$ cat config.mk
export PLATFORM = sky130hd
export DESIGN_NAME = prog_mem_ctrl_flat
export DESIGN_NICKNAME = d
export VERILOG_FILES = /design/src/rtl/prog_mem_ctrl_pkg.sv /design/src/rtl/prog_mem_ctrl_if.sv /design/src/rtl/prog_mem_ctrl_mem_array_sp.sv /design/src/rtl/prog_mem_ctrl.sv /design/src/flat_wrapper.sv
export SDC_FILE = /design/constraint.sdc
export NUM_CORES = 2
export LEC_CHECK = 0
export CAP_MARGIN = 20
export CORE_MARGIN = 2
export CORE_UTILIZATION = 46
export CTS_CLUSTER_DIAMETER = 120
export DETAILED_ROUTE_END_ITERATION = 8
export DONT_BUFFER_PORTS = 1
export PLACE_DENSITY_LB_ADDON = 0.12
export SYNTH_ARGS = -nofsm -noshare
export SYNTH_HDL_FRONTEND = slang
export SYNTH_SLANG_ARGS = --single-unit
$ cat constraint.sdc
create_clock -name clk -period 14.8 [get_ports clk]
set_input_delay 0.74 -clock clk [delete_from_list [all_inputs] [get_ports clk]]
set_output_delay 0.74 -clock clk [all_outputs]
set_load 0.005 [all_outputs]
$ cat src/rtl/prog_mem_ctrl_pkg.sv
// Shared definitions for the loadable program memory: controller states,
// read-data source select, default fill word and ISA opcodes.
package prog_mem_pkg;

    typedef enum logic [1:0] {
        CLEAR,
        LOAD,
        RUN
    } pm_state_t;

    typedef enum logic [1:0] {
        SEL_ZERO,
        SEL_RAM,
        SEL_HALT
    } rd_sel_t;

    localparam logic [15:0] HALT_WORD_DEFAULT = 16'hF000;

    // Opcodes live in the top 4 bits of an instruction; the CPU decoder uses these too.
    localparam logic [3:0] OP_MOV  = 4'b0011;
    localparam logic [3:0] OP_ADD  = 4'b0100;
    localparam logic [3:0] OP_SUB  = 4'b0101;
    localparam logic [3:0] OP_JZ   = 4'b0110;
    localparam logic [3:0] OP_RL   = 4'b0111;
    localparam logic [3:0] OP_HALT = 4'b1111;

    function automatic logic [3:0] opcodeOf(input logic [15:0] instr);
        return instr[15:12];
    endfunction

endpackage

$ cat src/rtl/prog_mem_ctrl_if.sv
// Fetch port and streaming load port of the program memory, bundled
// so that the CPU/host side and the memory side share one definition.
interface prog_mem_ctrl_if #(
    parameter int DATA_W = 16,
    parameter int ADDR_W = 8
) ();
    logic              rd;
    logic [ADDR_W-1:0] rom_addr;
    logic [DATA_W-1:0] rom_data;
    logic              rom_valid;
    logic              rom_err;
    logic              busy;
    logic              ld_start;
    logic              ld_end;
    logic              ld_valid;
    logic [DATA_W-1:0] ld_data;
    logic              ld_ready;
    logic [ADDR_W:0]   ld_count;
    logic              ld_full;

    modport slave (
        input  rd, rom_addr, ld_start, ld_end, ld_valid, ld_data,
        output rom_data, rom_valid, rom_err, busy, ld_ready, ld_count, ld_full
    );

    modport master (
        output rd, rom_addr, ld_start, ld_end, ld_valid, ld_data,
        input  rom_data, rom_valid, rom_err, busy, ld_ready, ld_count, ld_full
    );
endinterface

$ cat src/rtl/prog_mem_ctrl_mem_array_sp.sv
// Single-port synchronous RAM; read data is captured only when i_re is set
// so it holds across cycles where the port is busy writing or idle.
module mem_array_sp #(
    parameter int DATA_W = 16,
    parameter int IDX_W  = 4,
    parameter int DEPTH  = 16
) (
    input  logic              i_clk,
    input  logic              i_we,
    input  logic              i_re,
    input  logic [IDX_W-1:0]  i_addr,
    input  logic [DATA_W-1:0] i_wdata,
    output logic [DATA_W-1:0] o_rdata
);
    logic [DATA_W-1:0] r_mem [DEPTH];
    logic [DATA_W-1:0] r_rdata;

    always_ff @(posedge i_clk) begin
        if (i_we) begin
            r_mem[i_addr] <= i_wdata;
        end
        if (i_re) begin
            r_rdata <= r_mem[i_addr];
        end
    end

    assign o_rdata = r_rdata;
endmodule

$ cat src/rtl/prog_mem_ctrl.sv
// Loadable program memory: clears to HALT after reset, accepts a streamed
// program in LOAD, and serves 1-cycle fetches in RUN.
module prog_mem_ctrl
    import prog_mem_pkg::*;
#(
    parameter int                DATA_W    = 16,
    parameter int                ADDR_W    = 8,
    parameter int                DEPTH     = 2**ADDR_W,
    parameter logic [DATA_W-1:0] HALT_WORD = DATA_W'(HALT_WORD_DEFAULT)
) (
    input logic            clk,
    input logic            rst,
    prog_mem_ctrl_if.slave bus
);
    localparam int              IDX_W   = (DEPTH > 1) ? $clog2(DEPTH) : 1;
    localparam logic [ADDR_W:0] DEPTH_L = (ADDR_W+1)'(DEPTH);

    pm_state_t       r_state;
    rd_sel_t         r_romSel;
    logic [ADDR_W:0] r_ptr;
    logic [ADDR_W:0] r_ldCount;
    logic            r_romValid;
    logic            r_romErr;
    logic            r_busy;

    logic              w_fetchInRange;
    logic              w_ldReady;
    logic              w_ldAccept;
    logic              w_we;
    logic              w_re;
    logic [IDX_W-1:0]  w_ramAddr;
    logic [DATA_W-1:0] w_wdata;
    logic [DATA_W-1:0] w_ramRdata;
    logic [DATA_W-1:0] w_romData;

    assign w_fetchInRange = {1'b0, bus.rom_addr} < DEPTH_L;
    assign w_ldReady      = (r_state == LOAD) && (r_ldCount < DEPTH_L);
    assign w_ldAccept     = w_ldReady && bus.ld_valid && !bus.ld_start;

    // The single RAM port is shared: CLEAR and LOAD write, RUN reads.
    assign w_we    = !rst && ((r_state == CLEAR) || w_ldAccept);
    assign w_re    = !rst && (r_state == RUN) && bus.rd && w_fetchInRange;
    assign w_wdata = (r_state == CLEAR) ? HALT_WORD : bus.ld_data;

    always_comb begin
        w_ramAddr = bus.rom_addr[IDX_W-1:0];
        case (r_state)
            CLEAR:   w_ramAddr = r_ptr[IDX_W-1:0];
            LOAD:    w_ramAddr = r_ldCount[IDX_W-1:0];
            default: w_ramAddr = bus.rom_addr[IDX_W-1:0];
        endcase
    end

    mem_array_sp #(
        .DATA_W (DATA_W),
        .IDX_W  (IDX_W),
        .DEPTH  (DEPTH)
    ) u_mem (
        .i_clk   (clk),
        .i_we    (w_we),
        .i_re    (w_re),
        .i_addr  (w_ramAddr),
        .i_wdata (w_wdata),
        .o_rdata (w_ramRdata)
    );

    always_ff @(posedge clk) begin
        if (rst) begin
            r_state    <= CLEAR;
            r_ptr      <= '0;
            r_ldCount  <= '0;
            r_romValid <= 1'b0;
            r_romErr   <= 1'b0;
            r_romSel   <= SEL_ZERO;
            r_busy     <= 1'b1;
        end else begin
            r_romValid <= 1'b0;
            case (r_state)
                CLEAR: begin
                    r_ptr <= r_ptr + 1'b1;
                    if (r_ptr == DEPTH_L - 1'b1) begin
                        r_state <= RUN;
                        r_busy  <= 1'b0;
                    end
                end
                RUN: begin
                    if (bus.rd) begin
                        r_romValid <= 1'b1;
                        r_romErr   <= !w_fetchInRange;
                        r_romSel   <= w_fetchInRange ? SEL_RAM : SEL_HALT;
                    end
                    if (bus.ld_start) begin
                        r_state   <= LOAD;
                        r_ldCount <= '0;
                        r_busy    <= 1'b1;
                    end
                end
                LOAD: begin
                    // A restart wins over both an incoming word and ld_end.
                    if (bus.ld_start) begin
                        r_ldCount <= '0;
                    end else begin
                        if (w_ldAccept) begin
                            r_ldCount <= r_ldCount + 1'b1;
                        end
                        if (bus.ld_end) begin
                            r_state <= RUN;
                            r_busy  <= 1'b0;
                        end
                    end
                end
                default: begin
                    r_state <= CLEAR;
                    r_ptr   <= '0;
                    r_busy  <= 1'b1;
                end
            endcase
        end
    end

    always_comb begin
        w_romData = '0;
        case (r_romSel)
            SEL_RAM:  w_romData = w_ramRdata;
            SEL_HALT: w_romData = HALT_WORD;
            default:  w_romData = '0;
        endcase
    end

    assign bus.rom_data  = w_romData;
    assign bus.rom_valid = r_romValid;
    assign bus.rom_err   = r_romErr;
    assign bus.busy      = r_busy;
    assign bus.ld_ready  = w_ldReady;
    assign bus.ld_count  = r_ldCount;
    assign bus.ld_full   = (r_ldCount == DEPTH_L);
endmodule

$ cat src/flat_wrapper.sv
// flat-port wrapper written by rule: the top's interface ports become plain ports
module prog_mem_ctrl_flat import prog_mem_pkg::*;
#(
    parameter int                DATA_W    = 16,
    parameter int                ADDR_W    = 8,
    parameter int                DEPTH     = 2**ADDR_W,
    parameter logic [DATA_W-1:0] HALT_WORD = DATA_W'(HALT_WORD_DEFAULT)
)
  (clk, rst, bus_rd, bus_rom_addr, bus_ld_start, bus_ld_end, bus_ld_valid, bus_ld_data, bus_rom_data, bus_rom_valid, bus_rom_err, bus_busy, bus_ld_ready, bus_ld_count, bus_ld_full);
  prog_mem_ctrl_if #(.DATA_W(DATA_W), .ADDR_W(ADDR_W)) bus_i ();
  input logic clk;
  input logic rst;
  input wire logic [$bits(bus_i.rd)-1:0] bus_rd;
  input wire logic [$bits(bus_i.rom_addr)-1:0] bus_rom_addr;
  input wire logic [$bits(bus_i.ld_start)-1:0] bus_ld_start;
  input wire logic [$bits(bus_i.ld_end)-1:0] bus_ld_end;
  input wire logic [$bits(bus_i.ld_valid)-1:0] bus_ld_valid;
  input wire logic [$bits(bus_i.ld_data)-1:0] bus_ld_data;
  output wire logic [$bits(bus_i.rom_data)-1:0] bus_rom_data;
  output wire logic [$bits(bus_i.rom_valid)-1:0] bus_rom_valid;
  output wire logic [$bits(bus_i.rom_err)-1:0] bus_rom_err;
  output wire logic [$bits(bus_i.busy)-1:0] bus_busy;
  output wire logic [$bits(bus_i.ld_ready)-1:0] bus_ld_ready;
  output wire logic [$bits(bus_i.ld_count)-1:0] bus_ld_count;
  output wire logic [$bits(bus_i.ld_full)-1:0] bus_ld_full;
  assign bus_i.rd = bus_rd;
  assign bus_i.rom_addr = bus_rom_addr;
  assign bus_i.ld_start = bus_ld_start;
  assign bus_i.ld_end = bus_ld_end;
  assign bus_i.ld_valid = bus_ld_valid;
  assign bus_i.ld_data = bus_ld_data;
  assign bus_rom_data = bus_i.rom_data;
  assign bus_rom_valid = bus_i.rom_valid;
  assign bus_rom_err = bus_i.rom_err;
  assign bus_busy = bus_i.busy;
  assign bus_ld_ready = bus_i.ld_ready;
  assign bus_ld_count = bus_i.ld_count;
  assign bus_ld_full = bus_i.ld_full;
  prog_mem_ctrl #(.DATA_W(DATA_W), .ADDR_W(ADDR_W), .DEPTH(DEPTH), .HALT_WORD(HALT_WORD)) u_core (.clk(clk), .rst(rst), .bus(bus_i));
endmodule
# --- After elaboration in Yosys (flattened, before gate mapping) ---
# Memory sizes are Yosys's and may differ from the RTL's. A register that Yosys moved wholly into a read port is not among the register bits.
# Cells that the tools add are included.
classes:
  addsub: 2
  n_lt_le_gt_ge: 1
  eq_ne: 9
  mux: 21
  bitwise: 1
  n_reduce_logical: 16
op_table:
  columns: ["op", "count"]
  rows:
  - ["one-hot mux 9 bit (2 select lines)", 2]
  - ["two-way mux 16 bit", 2]
  - ["two-way mux 9 bit", 3]
  - ["adder 9 x 1 -> 9 bit (second input constant)", 2]
  - ["one-hot mux 8 bit (2 select lines)", 1]
  - ["equality test 9 x 8 -> 1 bit (second input constant)", 1]
  - ["equality test 9 bit (second input constant)", 1]
  - ["less-than comparator 9 bit (second input constant)", 1]
  - ["two-way mux 2 bit", 4]
  - ["!= test 2 bit (second input constant)", 4]
  - ["two-way mux 1 bit", 7]
  - ["logical AND 1 bit", 6]
  - ["one-hot mux 2 bit (3 select lines)", 1]
  - ["AND reduction 4 bit", 1]
  - ["OR reduction 2 bit", 2]
  - ["!= test 3 x 2 -> 1 bit (second input constant)", 1]
  - ["one-hot mux 1 bit (3 select lines)", 1]
  - ["AND reduction 3 bit", 1]
  - ["equality test 2 x 1 -> 1 bit (second input constant)", 1]
  - ["equality test 2 bit (second input constant)", 1]
  - ["zero test 1 bit", 2]
  - ["zero test 2 bit", 1]
  - ["AND reduction 2 bit", 1]
  - ["nonzero test 2 bit", 1]
  - ["other kinds (2)", 2]
totals:
  ff_bits: 23
  ramBits: 4096
  inputBits: 30
  output_inout_bits: 30
  elab_cells: 57
  memories: 1
memory_table:
  columns: ["memory", "words", "width", "rd", "rd_ports_with_merged_regs", "wr", "line", "text"]
  rows:
  - ["u_core.u_mem.r_mem", 256, 16, 1, 1, 1, "prog_mem_ctrl_mem_array_sp.sv:15", "logic [DATA_W-1:0] r_mem [DEPTH];"]

# --- Logic depth before layout (Yosys ltp) ---
depth:
  depth_word: 8
  mapped_depth: 17
  ltp_nobuf: 12

# --- By module ---
# Synthesis repeated with hierarchy kept, for this count alone.
unflattened:
  hier_cells: 6933
  hier_area_um2: 157110.7
by_module_without_submodules:
  columns: ["module", "instances", "cells_per_inst", "area_each_um2", "seq_area_each_um2"]
  rows:
  - ["mem_array_sp", 1, 6727, 155559.2, 123478.4]
  - ["prog_mem_ctrl", 1, 206, 1551.5, 460.4]

# --- Worst setup path before layout ---
# No wires, ideal clock.
synth_path:
  kind: "register -> register"
  start: "register u_core.r_state[0]"
  end: "memory u_core.u_mem.r_mem[0][10] (data pin)"
  setup_ps: 1448
  arrival_time_ps: 7373
  slack_ps: 5978
  stages_incl_launch_ff: 6
  path_buffers: 2
  synth_period_minus_slack_ps: 8822
  cell_sequence: "dfxtp_1 > inv_1 > ha_1 > clkbuf_1 > clkbuf_1 > nor2b_1"
synth_between:
  elab_chain_cells: 2
synth_rtl:
  columns: ["item", "line", "text"]
  rows:
  - ["start, declared", "prog_mem_ctrl.sv:18", "pm_state_t r_state;"]
  - ["start signal, assigned", "prog_mem_ctrl.sv:69", "r_state <= CLEAR;"]
  - ["start signal, assigned", "prog_mem_ctrl.sv:82", "r_state <= RUN;"]
  - ["start signal, assigned", "prog_mem_ctrl.sv:93", "r_state <= LOAD;"]
  - ["zero test 2 bit", "prog_mem_ctrl.sv:43", "assign w_wdata = (r_state == CLEAR) ? HALT_WORD : bus.ld_data;"]
  - ["two-way mux 16 bit", "prog_mem_ctrl.sv:43", null]
  - ["named net u_core.u_mem.i_wdata[10]", "prog_mem_ctrl_mem_array_sp.sv:12", "input logic [DATA_W-1:0] i_wdata,"]
  - ["end, declared", "prog_mem_ctrl_mem_array_sp.sv:15", null]
# The timed path passes the listed nets, and every way through them passes these cells.

# --- Final worst setup path ---
layout_path:
  start: "register u_core.r_state[1]"
  end: "register u_core.u_mem.r_rdata[3] (netlist: u_core.u_mem.o_rdata[3]), read port of u_core.u_mem.r_mem (data pin)"
layout_between:
  elab_chain_cells: 3
  word_cells_on_any_way: 6
  cone_classes: "2 x eq/ne; 1 x mux; 3 x reduce/logical"
layout_rtl:
  columns: ["item", "line", "text"]
  rows:
  - ["parallel branches: the longest is 3 deep, another holds one-hot mux 8 bit (2 select lines)", null, null]
  - ["end, declared", "prog_mem_ctrl_mem_array_sp.sv:16", "logic [DATA_W-1:0] r_rdata;"]
# Several ways; the timed one is not identified.
# A chain may end at the register's enable or synchronous reset.

==> results.toml <==
[outcome]
run_status = "finished, violations left"
violations = "max-slew violations"

[drt]
routed_wl_um = 495300
vias = 105376
drt-pass1-iter-count = 8
ant_nets = 0
vias_per_cell = 5.978
drc_errors = 0
wire_per_inst_um = 28.10
first_iter_violations = 13818

[sta]
rsz0062_at_grt = "false"
fin_hold_ws_ns = 0.09912
final.setup_skew_ns = 0.04630
min_period_over_period = 0.5322
final-max-slew-violation-count = 65
fmaxAchievable_mhz = 127.0
min_period_ns = 7.876
fin_ws_ns = 6.924
hold_viol_final = 0
tns_ns = 0
slew-limit-headroom = -0.04090
worst_slew_pin_slew_ns = 1.561
setup_violations = 0

[global_routing]
grt_pass1_vias = 98428
antenna_found_initial = 28
grt_first_pass_wirelength_um = 712400
overflow = 0
grt_util_all_layers = 0.2674
grt_max_degree = 179

[synthesis]
synth_cell_types = 46
synth_edf_count = 4112
ys_ff_latch = 4135
ys_warn_count = 0
netlist.area_leader.share = 0.7548
syn-num-nets = 12561
ys_top_cells_by_count = "4112 x edfxtp_1, 4017 x nand2_1, 1484 x nand3_1, 576 x a31oi_1, 420 x and3_1"
netlist_instances = 12521
synth.most_common_cell = "edfxtp_1"
syn_area_per_cell_um2 = 13.06
ys.flop_type = "edfxtp_1"
synth_area_mm2 = 0.1636
synth_area_leader_cell = "edfxtp_1"
synth-seq-area-share = 0.7577
async_flop_share = 0
netlist_top_cells_area = "edfxtp_1 75%, nand2_1 9.2%, nand3_1 4.5%, a31oi_1 2.2%, and3_1 1.6%"

[placement]
place_area_mm2 = 0.1699
port_buffers = 0
placedCellCount = 16813
dp_slack_ns = 7.154
globalplace.congestion = 0.8477
dpl.hpwl_um = 269200

[pwr]
power.switching_mw = 5.676
pwr-share-comb = 0.067
switching_share = 0.2308
power_frac_seq = 0.516
p_per_area_mw_per_mm2 = 134.2
pwr-share-clk = 0.417
ir_drop_uv = 107.9
p_int_mw = 18.92
cellLeakagePower_nw = 62.78
finalPower_mw = 24.60

[final_layout]
postLayoutCellArea_mm2 = 0.1833
final_cells = 17627
drive_above_1_share = 0.08830
final_core_util = 0.5189
synthToLayoutAreaGrowth_pct = 12.04
fin_nets = 12571
num-fill-cells = 29638

[clock_tree]
cts_sinks = 4135
cts_root_buf = "clkbuf_16"
cts_made_buffers = 430
cts.repair.resized = 0
ctsLongestPathBuffers = 4
clk_pin_slew_ns = 0.06
clkLatencyLatePin_ns = 0.99
h-tree-depth = 5
cts_tree = "done"

[floorplan]
initial_core_util = 0.4631
dieWidth_um = 600.3
core_mm2 = 0.3532
row_count = 218
fp.dieArea_mm2 = 0.3604
die_y_um = 600.3
ios = 60

[setup_path]
criticalPathCategory = "flip-flop to flip-flop"
crit_path_max_fanout = 159
required_ns = 15.52
cp-end-kind = "flip-flop"
crit_arrival_ns = 8.59
startpoint_type = "flip-flop"

[worst_hold_path]
hold_path.class = "primary input to flip-flop"

[flow_run]
maxCapViolations = 0
-- cell usage in the layout (no fill, tap or decap), types with 94 or more instances in the layout --
master,instances
a221oi_1,95
a31oi_1,576
a32o_1,96
a32oi_1,160
and3_1,420
buf_4,384
clkbuf_1,94
clkbuf_16,435
clkinv_1,98
clkinv_2,98
edfxtp_1,4112
mux2i_1,98
nand2_1,3997
nand3_1,1484
nor2_1,229
-- critical path: stages (launching register included) --
cell      delay [ns]
dfxtp_1         0.36
inv_1           0.12
ha_2            0.77
nand2_1         0.14
o21ai_1         0.23
a21o_4          0.47
buf_4           0.63
buf_4           0.75
buf_12          0.63
nand3_1         0.17
a32o_1          0.33
a221oi_1        0.64
o22ai_1         0.21
nor3_1          0.92
o32ai_2         0.51
a221o_1         0.41
-- final cells by class --
class | instances | area, um2 | area share
timing repair buffer | 439 | 3887 | 0.02121
clock buffer | 529 | 11240 | 0.06132
inverter | 8 | 30.03 | 0.0001638
clock inverter | 248 | 1903 | 0.01038
sequential | 4135 | 123900 | 0.6762
multi-input combinational | 7517 | 36310 | 0.1981
tap | 4730 | 5918 | 0.03229
antenna | 21 | 52.55 | 0.0002867
-- power by group through the flow --
stage          sequential [mW]  clock (mW)  combinational [mW]
2_1_floorplan             12.9           0                1.05
3_3_place_gp              12.9           0                1.61
3_5_place_dp              12.9           0                1.62
4_1_cts                   12.7        10.4                1.62
5_1_grt                   12.7        10.9                1.77
6_report                  12.7        10.3                1.64
-- registers in the layout, indices dropped and copies added (netlist names) --
register and cells:
u_core.r_state 2, u_core.r_romSel 1, u_core.bus.ld_count 9, u_core.u_mem.o_rdata 16, u_core.u_mem.r_mem 4096, u_core.bus.rom_valid 1
u_core.bus.busy 1, u_core.r_ptr 9
-- final timing paths --
check | from | to | slack (ns) | depth (start not counted)
worst max-delay path | u_core.r_state[1] | u_core.u_mem.o_rdata[3] | 6.92 | 15
worst min register to register | u_core.r_ptr[8] | u_core.r_ptr[8] | 0.50 | 2
worst min-delay path | bus_ld_data[7] | u_core.u_mem.r_mem[209][7] | 0.1 | 1
worst max register to register | u_core.r_state[1] | u_core.u_mem.o_rdata[3] | 6.92 | 15
-- layer usage --
| layer | vias up | share of wire | global-route usage |
|---|---|---|---|
| met1 | 53708 | 0.43 | 0.3917 |
| met3 | 709 | 0.086 | 0.03983 |
| met5 | - | 0.00013 | 0 |
| met4 | 8 | 0.035 | 0.09071 |
| li1 | 46012 | - | - |
| met2 | 4939 | 0.45 | 0.4100 |
-- what timing repair did --
action | 4_1_cts | 5_1_grt
hold endpoints to repair | 4 | 0
hold buffers | 1 | 0
buffers inserted | 0 | 0
-- cells by family (layout without fill, tap and decap cells) --
logic type | count (synthesis) | after routing | synth area share
buffers and inverters | 869 | 1224 | 0.02296
other | 1 | 22 | 0.00002292
and+or+nand+nor | 6347 | 6347 | 0.1651
muxes | 98 | 98 | 0.005997
xor gates and xnor gates | 13 | 13 | 0.0006960
AOI/OAI and AO/OA | 1048 | 1048 | 0.04678
adders and majority gates | 10 | 10 | 0.0007649
DFF | 4135 | 4135 | 0.7577
(Power assumes the default switching activity.)
